==> config.mk <==
export PLATFORM = sky130hd
export DESIGN_NAME = serial_sub
export DESIGN_NICKNAME = d
export VERILOG_FILES = /design/src/rtl/sub_pkg.sv /design/src/rtl/full_sub.sv /design/src/rtl/serial_sub.sv
export SDC_FILE = /design/constraint.sdc
export NUM_CORES = 1
export LEC_CHECK = 0
export ABC_AREA = 1
export CAP_MARGIN = 15
export CORE_ASPECT_RATIO = 1.75
export CORE_MARGIN = 4
export CORE_UTILIZATION = 51
export DETAILED_ROUTE_END_ITERATION = 10
export PLACE_DENSITY = 0.78
export SLEW_MARGIN = 10
export SYNTH_ARGS = -nofsm -noshare
export SYNTH_HDL_FRONTEND = slang
export SYNTH_SLANG_ARGS = --single-unit
==> constraint.sdc <==
create_clock -name clk -period 2 [get_ports clk]
set_clock_uncertainty 0.2 [all_clocks]
set_input_delay 0.4 -clock clk [delete_from_list [all_inputs] [get_ports clk]]
set_output_delay 0.4 -clock clk [all_outputs]
set_load 0.005 [all_outputs]
==> src/rtl/sub_pkg.sv <==
// Shared definitions for the bit-serial subtractor: FSM state encoding.
// The optional signed-overflow output is enabled by SERIAL_SUB_OVF_EN (see serial_sub).
package sub_pkg;

    typedef enum logic [1:0] {
        IDLE  = 2'd0,
        SHIFT = 2'd1,
        DONE  = 2'd2
    } state_e;

endpackage

==> src/rtl/full_sub.sv <==
// One-bit full-subtractor cell: diff = a - b - bin, borrow out in bout.
module full_sub (
    input  logic a,
    input  logic b,
    input  logic bin,
    output logic diff,
    output logic bout
);

    assign diff = a ^ b ^ bin;
    assign bout = (~a & b) | (~(a ^ b) & bin);

endmodule

==> src/rtl/serial_sub.sv <==
// Bit-serial subtractor diff = a - b - bin, LSB first, one bit per clock.
// Define SERIAL_SUB_OVF_EN to add the signed-overflow output ovf.
module serial_sub
    import sub_pkg::*;
#(
    parameter int WIDTH = 8
) (
    input  logic             clk,
    input  logic             rst_n,
    input  logic             start,
    input  logic [WIDTH-1:0] a,
    input  logic [WIDTH-1:0] b,
    input  logic             bin,
    output logic             busy,
    output logic             done,
    output logic [WIDTH-1:0] diff,
    output logic             bout
`ifdef SERIAL_SUB_OVF_EN
    ,
    output logic             ovf
`endif
);

    localparam int CNT_W = $clog2(WIDTH);
    localparam logic [CNT_W-1:0] CNT_LAST = CNT_W'(WIDTH - 1);

    state_e           state_q, state_d;
    logic [CNT_W-1:0] cnt_q, cnt_d;
    logic [WIDTH-1:0] a_sr_q, a_sr_d;
    logic [WIDTH-1:0] b_sr_q, b_sr_d;
    logic [WIDTH-1:0] res_q, res_d;
    logic             br_q, br_d;
    logic             busy_q, busy_d;
    logic             done_q, done_d;
    logic [WIDTH-1:0] diff_q, diff_d;
    logic             bout_q, bout_d;
`ifdef SERIAL_SUB_OVF_EN
    logic             ovf_q, ovf_d;
`endif

    logic cell_diff;
    logic cell_bout;

    full_sub u_cell (
        .a    (a_sr_q[0]),
        .b    (b_sr_q[0]),
        .bin  (br_q),
        .diff (cell_diff),
        .bout (cell_bout)
    );

    // Next-state logic: operand capture, per-bit shift, and result publication.
    always_comb begin
        state_d = state_q;
        cnt_d   = cnt_q;
        a_sr_d  = a_sr_q;
        b_sr_d  = b_sr_q;
        res_d   = res_q;
        br_d    = br_q;
        busy_d  = busy_q;
        done_d  = 1'b0;
        diff_d  = diff_q;
        bout_d  = bout_q;
`ifdef SERIAL_SUB_OVF_EN
        ovf_d   = ovf_q;
`endif
        case (state_q)
            IDLE, DONE: begin
                if (start) begin
                    a_sr_d  = a;
                    b_sr_d  = b;
                    br_d    = bin;
                    cnt_d   = '0;
                    busy_d  = 1'b1;
                    state_d = SHIFT;
                end else begin
                    busy_d  = 1'b0;
                    state_d = IDLE;
                end
            end
            SHIFT: begin
                a_sr_d = {1'b0, a_sr_q[WIDTH-1:1]};
                b_sr_d = {1'b0, b_sr_q[WIDTH-1:1]};
                br_d   = cell_bout;
                res_d  = {cell_diff, res_q[WIDTH-1:1]};
                if (cnt_q == CNT_LAST) begin
                    // Last bit: the cell is looking at the operand MSBs right now.
                    diff_d  = {cell_diff, res_q[WIDTH-1:1]};
                    bout_d  = cell_bout;
`ifdef SERIAL_SUB_OVF_EN
                    ovf_d   = (a_sr_q[0] ^ b_sr_q[0]) & (a_sr_q[0] ^ cell_diff);
`endif
                    done_d  = 1'b1;
                    busy_d  = 1'b0;
                    state_d = DONE;
                end else begin
                    cnt_d = cnt_q + CNT_W'(1);
                end
            end
            default: begin
                busy_d  = 1'b0;
                state_d = IDLE;
            end
        endcase
    end

    // State and output registers with synchronous active-low reset.
    always_ff @(posedge clk) begin
        if (!rst_n) begin
            state_q <= IDLE;
            cnt_q   <= '0;
            a_sr_q  <= '0;
            b_sr_q  <= '0;
            res_q   <= '0;
            br_q    <= 1'b0;
            busy_q  <= 1'b0;
            done_q  <= 1'b0;
            diff_q  <= '0;
            bout_q  <= 1'b0;
`ifdef SERIAL_SUB_OVF_EN
            ovf_q   <= 1'b0;
`endif
        end else begin
            state_q <= state_d;
            cnt_q   <= cnt_d;
            a_sr_q  <= a_sr_d;
            b_sr_q  <= b_sr_d;
            res_q   <= res_d;
            br_q    <= br_d;
            busy_q  <= busy_d;
            done_q  <= done_d;
            diff_q  <= diff_d;
            bout_q  <= bout_d;
`ifdef SERIAL_SUB_OVF_EN
            ovf_q   <= ovf_d;
`endif
        end
    end

    assign busy = busy_q;
    assign done = done_q;
    assign diff = diff_q;
    assign bout = bout_q;
`ifdef SERIAL_SUB_OVF_EN
    assign ovf  = ovf_q;
`endif

endmodule

==> flow_summary_export.csv <==
group,metric,value,unit
synth,post-synth-top-area-fraction,46.38,%
worst_setup_path,ff2ff_setup_slack,0.34,ns
final_layout,sequential_cell_area,800.8,um^2
detailed_routing,detail_route.iter0.violations,32,
synth,synth.lib_cells_used.distinct,21,
timing,holdWs,0.2623,ns
synth,synth_top_flop_cell,"dfxtp_1",
worst_setup_path,timing.critical_path.cells,"clkdlybuf4s50_1",
floorplan,floorplan.core_area,3209,um^2
timing,period_share,87.71,%
global_route,maximum_number_of_pins_on_one_net_before_global_route_repair,23,
synth,synth_async_sr_flop_share,0,%
cts,cts.sink_count,40,
synth,synth.area.top_cells,"dfxtp_1, nor2_1, nand3_1, nand2_1, inv_1",
synth,yosys.cell_count.top_type,"nor2_1",
place,dp_cells,300,
pwr,power.ir.vdd_worst,0.6945,mV
global_route,grt_pass1_vias,1518,
detailed_routing,routedWlPerCell,11.76,um
worst_setup_path,worst-setup-path-type,"reg -> out",
min_path,worst_hold_path.endpoint,"res_q[3]",
synth,ys.warnings.count,0,
pwr,power.density_cell_area,935.7,nW/um^2
worst_setup_path,cp_num_cells,1,
pwr,leakage,0.9250,nW
floorplan,fp.dieArea,4417,um^2
worst_setup_path,worst-path-max-fanout,2,
timing,rsz0062_at_grt,"false",
timing,achievable-frequency,570.1,MHz
min_path,hp-class,"reg -> reg",
place,preCtsSetupSlack,0.1835,ns
timing,layout_setup_ws,0.2459,ns
worst_setup_path,crit_family,"buffers and inverters",
timing,timing.slew.headroom,74.41,%
global_route,grt.met1_usage,21.34,%
detailed_routing,wirelength,3623,um
cts,worst_skew_pair.late_latency,0.29,ns
global_route,grt.met3_usage,5.272,%
worst_setup_path,critPathMaxStageDelay,0.51,ns
timing,total_negative_slack,0,ns
final_layout,multi_input_area,721.9,um^2
run,cap_viol_max_count,0,
place,buffer_ports.inserted,30,
timing,worst-slew-pin-transition,0.3833,ns
timing,finalSetupViolCount,0,
cts,clkTransAtPathRegs,0.07,ns
synth,synthDominantAreaCellType,"dfxtp_1",
worst_setup_path,cp.buffers_inverters,1,
global_route,grt_overflow_total,0,
worst_setup_path,worstPathArrival,1.15,ns
cts,h_tree_depth,2,
final_layout,layout-area-overhead-vs-synth,26.74,%
synth,syn_inst,234,
cts,cts_setup_buffers,0,
global_route,globalRoute.busiestLayer,"met2",
synth,synth.avg_cell_area,7.379,um^2
synth,mappedNetlistNets,257,
floorplan,rows,27,
final_layout,final_cell_count_no_fill,308,
place,place.detailed.hpwl,2487,um
place,placement.cell_area,2029,um^2
detailed_routing,detail_route.vias_per_cell,5.016,
cts,holdBufCountCts,0,
cts,cts_made_buffers,5,
worst_setup_path,worstRegToRegCells,4,
place,gpl.final_weighted_congestion,0.7768,
timing,count_of_final_hold_check_violations,0,
floorplan,die_y,84.97,um
min_path,worstHoldPathCells,2,
worst_setup_path,reg2reg_from,"state_q[0]",
worst_setup_path,cp_data_required_time,1.40,ns
global_route,grt_antenna_before_repair,0,
global_route,met2_usage,30.36,%
worst_setup_path,worstReg2RegEnd,"diff[2]",
min_path,min-delay-start,"res_q[3]",
floorplan,floorplan.io_pins,31,
global_route,grt_first_pass_wirelength,6285,um
run_status,run_status,"completed",
detailed_routing,dr_total_vias,1545,
final_layout,stdcell_area,2188,um^2
cts,cts_tree,"yes",
worst_setup_path,type_of_destination_of_the_critical_path,"output port",
timing,final_report_max_slew_violation_count,0,
worst_setup_path,critical_path.startpoint,"busy",
cts,clk_root_buffer_cell,"clkbuf_8",
worst_setup_path,critPathSlowestCell,"clkdlybuf4s50_1",
cts,clk_path_buf_depth,2,
detailed_routing,first_pass_iters,4,
synth,synth.yosys.seq_area_share,46.38,%
synth,syn-cell-area,1727,um^2
global_route,global_router_s_overall_resource_usage,18.57,%
final_layout,n_fill_cell,275,
floorplan,die_width,51.99,um
final_layout,post_route_cells_drive_above_1_share,7.547,%
synth,number_of_flip_flops_and_latches_in_the_synthesized_netlist,40,
worst_setup_path,critical_path.startpoint_type,"flip-flop",
cts,post_cts_resize_count,0,
final_layout,insertedDiodeCount,0,
synth,synth.cells.most_frequent,"nor2_1, dfxtp_1, nand3_1, nand2_1, inv_1",
timing,post-route-min-period,1.754,ns
detailed_routing,ant_nets,0,
synth,number_of_synthesized_flops_with_an_enable_pin,0,
final_layout,design.final.nets,287,
detailed_routing,drt_drc_violations_left,0,
floorplan,initial_core_util,53.80,%
[kinds of logic after synthesis]
kind of cell | synth area share [%]
adders and majority gates | 2.609
AOI/OAI and AO/OA | 6.957
and+or+nand+nor | 32.25
DFF | 46.38
buffers and inverters | 11.81
[power breakdown]
group	internal (mW)	total, mW	switching (mW)
Combinational	0.115	0.254	0.139
Sequential	0.852	0.887	0.0352
Clock	0.624	0.907	0.283
[worst min-delay path, cell delays in order, from the launching register on]
cell and delay (ns):
dfxtp_1 0.31, inv_1 0.06, a21oi_1 0.05
[layer usage]
metal	vias to the layer above	part of all wire (%)
li1	796	-
met1	705	44
met2	37	49
met3	7	5.4
met4	0	2.0
met5	-	0
[layout by cell type, fill, tap and decap left out, types with 3 or more instances in the layout]
master	instances
nand3_1	31
nor3_1	14
nand2_1	28
buf_4	5
dfxtp_1	40
clkbuf_8	5
inv_1	27
o21ai_0	10
clkdlybuf4s50_1	30
a21oi_1	14
nor2_1	46
bufinv_16	3
[metrics by stage]
stage	util (%)	total power, mW
5_1_grt	68.19	2.137
3_5_place_dp	63.24	1.158
2_1_floorplan	-	1.086
3_3_place_gp	63.24	1.152
4_1_cts	68.19	2.067
6_report	68.19	2.048
[state kept, by name, indices dropped and copies added (netlist names)]
| register | cells |
|---|---|
| b_sr_q | 8 |
| res_q | 7 |
| diff | 8 |
| busy | 1 |
| state_q | 2 |
| done | 1 |
| bout | 1 |
| cnt_q | 3 |
| a_sr_q | 8 |
| br_q | 1 |
[area by class of cell]
cell class	count	area share [%]
Multi-Input combinational cell	152	32.99
Clock buffer	5	3.145
Inverter	30	5.260
Timing Repair Buffer	35	15.44
Clock inverter	3	4.117
Sequential cell	40	36.59
Tap cell	43	2.459
[worst max-delay path by stage]
| stage | end | slack (ns) |
|---|---|---|
| finish | busy | 0.25 |
| global route | diff[5] | 0.21 |
| CTS | busy | 0.23 |
| detailed placement | br_q | 0.18 |
| global placement | br_q | 0.20 |
| floorplan | cnt_q[1] | 0.46 |
Note: power is estimated with default switching activity, not from simulation.
